File: src/rtl/dm_bridge.sv
// Data-memory bridge: turns one MEM-stage load/store into a single word-aligned
// bus access with byte enables, a watchdog, and lane-extracted load data.
module dm_bridge #(
  parameter int unsigned TIMEOUT = 16,
  parameter int unsigned ADDR_W  = 32
) (
  input  logic              clk,
  input  logic              reset,
  input  logic              req_valid,
  input  logic              req_we,
  input  logic [2:0]        req_op,
  input  logic [ADDR_W-1:0] req_addr,
  input  logic [31:0]       req_wdata,
  output logic              req_ready,
  output logic              busy,
  output logic              resp_valid,
  output logic [31:0]       resp_rdata,
  output logic              resp_err,
  output logic              bus_req,
  output logic              bus_we,
  output logic [ADDR_W-1:0] bus_addr,
  output logic [3:0]        bus_be,
  output logic [31:0]       bus_wdata,
  input  logic              bus_ack,
  input  logic [31:0]       bus_rdata
);

  typedef enum logic [1:0] {
    IDLE = 2'd0,
    REQ  = 2'd1,
    RESP = 2'd2
  } state_t;

  localparam logic [7:0] WD_LAST = 8'(TIMEOUT - 1);

  // Ops 5..7 fall into the default (word) arm everywhere below.
  function automatic logic [3:0] calc_be(input logic [2:0] op, input logic [1:0] lo);
    case (op)
      3'd1, 3'd3: calc_be = lo[1] ? 4'b1100 : 4'b0011;
      3'd2, 3'd4: calc_be = 4'b0001 << lo;
      default:    calc_be = 4'b1111;
    endcase
  endfunction

  function automatic logic [31:0] lane_wdata(input logic [2:0] op, input logic [31:0] wd);
    case (op)
      3'd1, 3'd3: lane_wdata = {wd[15:0], wd[15:0]};
      3'd2, 3'd4: lane_wdata = {4{wd[7:0]}};
      default:    lane_wdata = wd;
    endcase
  endfunction

  function automatic logic is_misaligned(input logic [2:0] op, input logic [1:0] lo);
    case (op)
      3'd1, 3'd3: is_misaligned = lo[0];
      3'd2, 3'd4: is_misaligned = 1'b0;
      default:    is_misaligned = (lo != 2'b00);
    endcase
  endfunction

  function automatic logic [31:0] extract(input logic [2:0] op, input logic [1:0] lo,
                                          input logic [31:0] rd);
    logic [15:0] lane;
    lane = 16'(rd >> {lo, 3'b000});
    case (op)
      3'd1:    extract = {{16{lane[15]}}, lane[15:0]};
      3'd2:    extract = {{24{lane[7]}}, lane[7:0]};
      3'd3:    extract = {16'h0000, lane[15:0]};
      3'd4:    extract = {24'h00_0000, lane[7:0]};
      default: extract = rd;
    endcase
  endfunction

  state_t            state_q, state_d;
  logic [7:0]        wd_q, wd_d;
  logic              we_q, we_d;
  logic [2:0]        op_q, op_d;
  logic [1:0]        lo_q, lo_d;
  logic [ADDR_W-1:0] addr_q, addr_d;
  logic [3:0]        be_q, be_d;
  logic [31:0]       wdata_q, wdata_d;
  logic [31:0]       rdata_q, rdata_d;
  logic              err_q, err_d;
  logic              req_ready_s, busy_s;

  always_ff @(posedge clk or negedge reset) begin
    if (!reset) begin
      state_q <= IDLE;
      wd_q    <= 8'd0;
      we_q    <= 1'b0;
      op_q    <= 3'd0;
      lo_q    <= 2'd0;
      addr_q  <= '0;
      be_q    <= 4'd0;
      wdata_q <= 32'd0;
      rdata_q <= 32'd0;
      err_q   <= 1'b0;
    end else begin
      state_q <= state_d;
      wd_q    <= wd_d;
      we_q    <= we_d;
      op_q    <= op_d;
      lo_q    <= lo_d;
      addr_q  <= addr_d;
      be_q    <= be_d;
      wdata_q <= wdata_d;
      rdata_q <= rdata_d;
      err_q   <= err_d;
    end
  end

  always_comb begin
    state_d     = state_q;
    wd_d        = wd_q;
    we_d        = we_q;
    op_d        = op_q;
    lo_d        = lo_q;
    addr_d      = addr_q;
    be_d        = be_q;
    wdata_d     = wdata_q;
    rdata_d     = rdata_q;
    err_d       = err_q;
    req_ready_s = 1'b0;
    busy_s      = 1'b0;
    case (state_q)
      IDLE: begin
        if (req_valid) begin
          req_ready_s = 1'b1;
          we_d        = req_we;
          op_d        = req_op;
          lo_d        = req_addr[1:0];
          addr_d      = {req_addr[ADDR_W-1:2], 2'b00};
          be_d        = calc_be(req_op, req_addr[1:0]);
          wdata_d     = lane_wdata(req_op, req_wdata);
          wd_d        = 8'd0;
          rdata_d     = 32'd0;
          // Misaligned requests never touch the bus and answer next cycle.
          if (is_misaligned(req_op, req_addr[1:0])) begin
            err_d   = 1'b1;
            state_d = RESP;
          end else begin
            err_d   = 1'b0;
            busy_s  = 1'b1;
            state_d = REQ;
          end
        end else begin
          state_d = IDLE;
        end
      end
      REQ: begin
        busy_s = 1'b1;
        // Ack is tested first so a same-cycle ack beats the watchdog.
        if (bus_ack) begin
          state_d = RESP;
          rdata_d = we_q ? 32'd0 : extract(op_q, lo_q, bus_rdata);
        end else if (wd_q == WD_LAST) begin
          state_d = RESP;
          err_d   = 1'b1;
        end else begin
          wd_d = wd_q + 8'd1;
        end
      end
      RESP: begin
        state_d = IDLE;
      end
      default: begin
        state_d = IDLE;
      end
    endcase
  end

  // Combinational handshakes are forced low while reset is held.
  assign req_ready  = req_ready_s & reset;
  assign busy       = busy_s & reset;
  assign resp_valid = (state_q == RESP);
  assign resp_err   = err_q & (state_q == RESP);
  assign resp_rdata = rdata_q;
  assign bus_req    = (state_q == REQ);
  assign bus_we     = we_q & (state_q == REQ);
  assign bus_addr   = addr_q;
  assign bus_be     = be_q;
  assign bus_wdata  = wdata_q;

endmodule

File: config.mk
export PLATFORM = sky130hd
export DESIGN_NAME = dm_bridge
export DESIGN_NICKNAME = d
export VERILOG_FILES = /design/src/rtl/dm_bridge.sv
export SDC_FILE = /design/constraint.sdc
export NUM_CORES = 1
export LEC_CHECK = 0
export BUFFER_PORTS_ARGS = -buffer_cell sky130_fd_sc_hd__buf_2
export CAP_MARGIN = 5
export CORE_MARGIN = 1
export CORE_UTILIZATION = 54
export DETAILED_ROUTE_END_ITERATION = 8
export HOLD_SLACK_MARGIN = 0.02
export PLACE_DENSITY_LB_ADDON = 0.3
export SLEW_MARGIN = 0
export SYNTH_ARGS = -nofsm -noshare
export SYNTH_HDL_FRONTEND = slang
export SYNTH_SLANG_ARGS = --single-unit
File: constraint.sdc
create_clock -name clk -period 3.8 [get_ports clk]
set_input_delay 0.76 -clock clk [delete_from_list [all_inputs] [get_ports clk]]
set_output_delay 0.76 -clock clk [all_outputs]
set_load 0.02 [all_outputs]
==> run_results.csv <==
group,metric,value,unit
die,io-pin-count,210,
cts,post_cts_buffers,0,
cts,ctsHoldBuffers,0,
worst_setup_path,cp-start-kind,"flop",
worst_setup_path,cp.arrival,2.25,ns
global_routing,grt_pass1_wl,27.0,mm
cts,clk_latency,0.51,ns
sta,finalSetupTns,0,ns
layout,final_cell_mix,"buf_2 (206), nand2_1 (174), dfrtp_1 (115), o21ai_0 (31), mux2i_1 (27)",
detailed_routing,dr.pass1.iters,5,
layout,diodes,0,
worst_hold_path,hp-class,"in2async",
synthesis,syn_area,5850,um2
detailed_routing,routedWlPerCell,17.0,um
cts,cts_sinks,115,
detailed_routing,remaining_drc_errors,0,
place,numPortBuffers,207,
power_and_ir_drop,p_per_area,870,nW/um2
die,fp.dieW,106,um
worst_setup_path,critical_path.endpoint,"req_ready",
synthesis,ys_warn_count,0,
worst_setup_path,cp_max_fo,73,
sta,fin_crit,3.01,ns
detailed_routing,drt.antenna.violating_nets,0,
synthesis,async_flop_share,100,%
cts,htreeDepth,4,
sta,worst_clock_skew,0.00510,ns
power_and_ir_drop,irDropWorstVdd,0.469,mV
synthesis,synth_top_area_share,49.2,%
synthesis,ys_top_cells_by_area,"dfrtp_1 (49%), nand2_1 (11%), mux2i_1 (4.6%), a221o_1 (2.7%), o21ai_0 (2.7%)",
detailed_routing,num_vias,5745,
detailed_routing,dr_wl_met3,1.27,mm
die,fp.dieH,106,um
detailed_routing,dr_wl_met2,8.21,mm
synthesis,ys_seq_elements,115,
detailed_routing,routed_wl,16.6,mm
worst_setup_path,end_kind,"output port",
global_routing,antenna_found_initial,0,
sta,setup_viol,0,
cts,cts.path.max_buffers,2,
layout,final_common_cell,"buf_2",
cts,cts_root_buf,"clkbuf_8",
synthesis,synth_edf_count,0,
detailed_routing,drtIter0Drc,497,
sta,worst_slack,0.791,ns
sta,final_hold_viol_count,0,
layout,nNetsFinal,928,
die,std_cell_rows,37,
worst_setup_path,reg2reg_setup_slack,1.17,ns
cts,clk_pin_slew,0.06,ns
synthesis,ys_seq_area_share,49.2,%
place,dpl.cell_count,940,
die,dieArea,11200,um2
detailed_routing,top_layer,"met4",
layout,drive_gt1_share,30.0,%
global_routing,grt_overflow,0,
cts,tritoncts,"built",
place,place_ws,0.993,ns
detailed_routing,via_per_inst,5.91,
worst_setup_path,r2r-end,"resp_rdata[29]$_DFFE_PN0P_",
global_routing,track_usage,30.8,%
sta,rsz0062_at_grt,"false",
worst_setup_path,reg2reg_depth,4,
layout,stdcell_count,972,
synthesis,synth_area_leader_cell,"dfrtp_1",
place,place_area,6910,um2
synthesis,synth_area_per_cell,9.14,um2
run_status,status,"completed",
worst_setup_path,cp-startpoint,"state_q[0]$_DFFE_PN0P_",
place,dp_hpwl,11.3,mm
synthesis,ys.flop_type,"dfrtp_1",
power_and_ir_drop,leakagePower,3.81,nW
sta,max_freq,332,MHz
job,maxCapViolCount,0,
global_routing,grt_max_degree,74,
sta,tightest_slew,1.07,ns
synthesis,synthCells,640,
global_routing,grt_pass1_vias,5504,
cts,cts_buffers,17,
worst_setup_path,required,3.04,ns
detailed_routing,wl_met1,6.65,mm
sta,slew_headroom,28.7,%
cts,cts_resized,0,
layout,utilization,71.4,%
layout,final_cell_area,7440,um2
synthesis,yosys.cell_types.count,54,
sta,slew_viol_final,0,
die,start_util,56.1,%
place,place_congestion,0.913,
worst_setup_path,path_class,"reg2out",
die,core_area,10400,um2
worst_setup_path,rr_startpoint,"op_q[0]$_DFFE_PN0P_",
layout,area_growth,27.3,%
sta,period_share,79.2,%
## per-layer routing
layer,up-vias,GRT usage (%)
met3,40,8.22
met2,297,50.1
li1,2647,-
met1,2761,39.2
met5,-,0
met4,0,12.5
## kinds of logic after synthesis
family,after synthesis,synth area share (%)
and+or+nand+nor,286,22.8
other,1,0.0641
buffers and inverters,61,4.17
AOI/OAI and AO/OA,138,16.8
xor gates and xnor gates,3,0.449
adders and majority gates,8,1.41
muxes,28,5.01
DFF,115,49.2
## per-stage QoR
step	hold WS [ns]	power, mW
5_1_grt	0.316	6.86
3_5_place_dp	0.456	5.04
6_report	0.270	6.47
4_1_cts	0.286	6.49
2_1_floorplan	0.464	4.08
3_3_place_gp	0.453	4.92
## layout make-up
| cell class | instances | area, um2 |
|---|---|---|
| Clock inverter | 10 | 85.1 |
| Inverter | 9 | 33.8 |
| Timing Repair Buffer | 215 | 1100 |
| Multi-Input combinational cell | 465 | 2730 |
| Fill cell | 825 | 2970 |
| Sequential cell | 115 | 2880 |
| Clock buffer | 22 | 443 |
| Tap cell | 136 | 170 |
## synthesized netlist by cell type, types with 16 or more instances
cell,instances
nor2b_1,20
a221o_1,16
clkbuf_1,40
mux2i_1,27
o21ai_0,31
and3_1,17
nor2_1,17
dfrtp_1,115
a21oi_1,24
nor4_1,17
a2111oi_0,16
nand2_1,174
## state kept, by name, indices dropped and copies added, names as in the netlist
| register | cells |
|---|---|
| bus_wdata | 32 |
| wd_q | 8 |
| bus_addr | 30 |
| resp_rdata | 32 |
| state_q | 2 |
| lo_q | 2 |
| bus_be | 4 |
| op_q | 3 |
| we_q | 1 |
| err_q | 1 |
## worst max-delay path: stages, from the launching register on
cell	delay, ns
dfrtp_1	0.46
nor3b_2	0.26
buf_4	0.63
and2_1	0.21
buf_2	0.16
## worst min-delay path by stage
stage	startpoint	endpoint	cells past startpoint	slack (ns)
final	reset	resp_rdata[2]$_DFFE_PN0P_	1	0.27
after global routing	reset	resp_rdata[2]$_DFFE_PN0P_	1	0.32
after CTS	reset	resp_rdata[2]$_DFFE_PN0P_	1	0.29
after detailed placement	bus_be[0]$_DFFE_PN0P_	bus_be[0]$_DFFE_PN0P_	2	0.46
after global placement	bus_be[0]$_DFFE_PN0P_	bus_be[0]$_DFFE_PN0P_	2	0.45
after floorplan	reset	bus_addr[10]$_DFFE_PN0P_	0	0.46
## where the power goes
part	switching, mW	internal [mW]	total, mW
combinational	1.89	0.999	2.89
sequential	0.418	1.75	2.16
clock	0.546	0.876	1.42
total	2.85	3.62	6.47
Power figures use the tool's default switching activity.
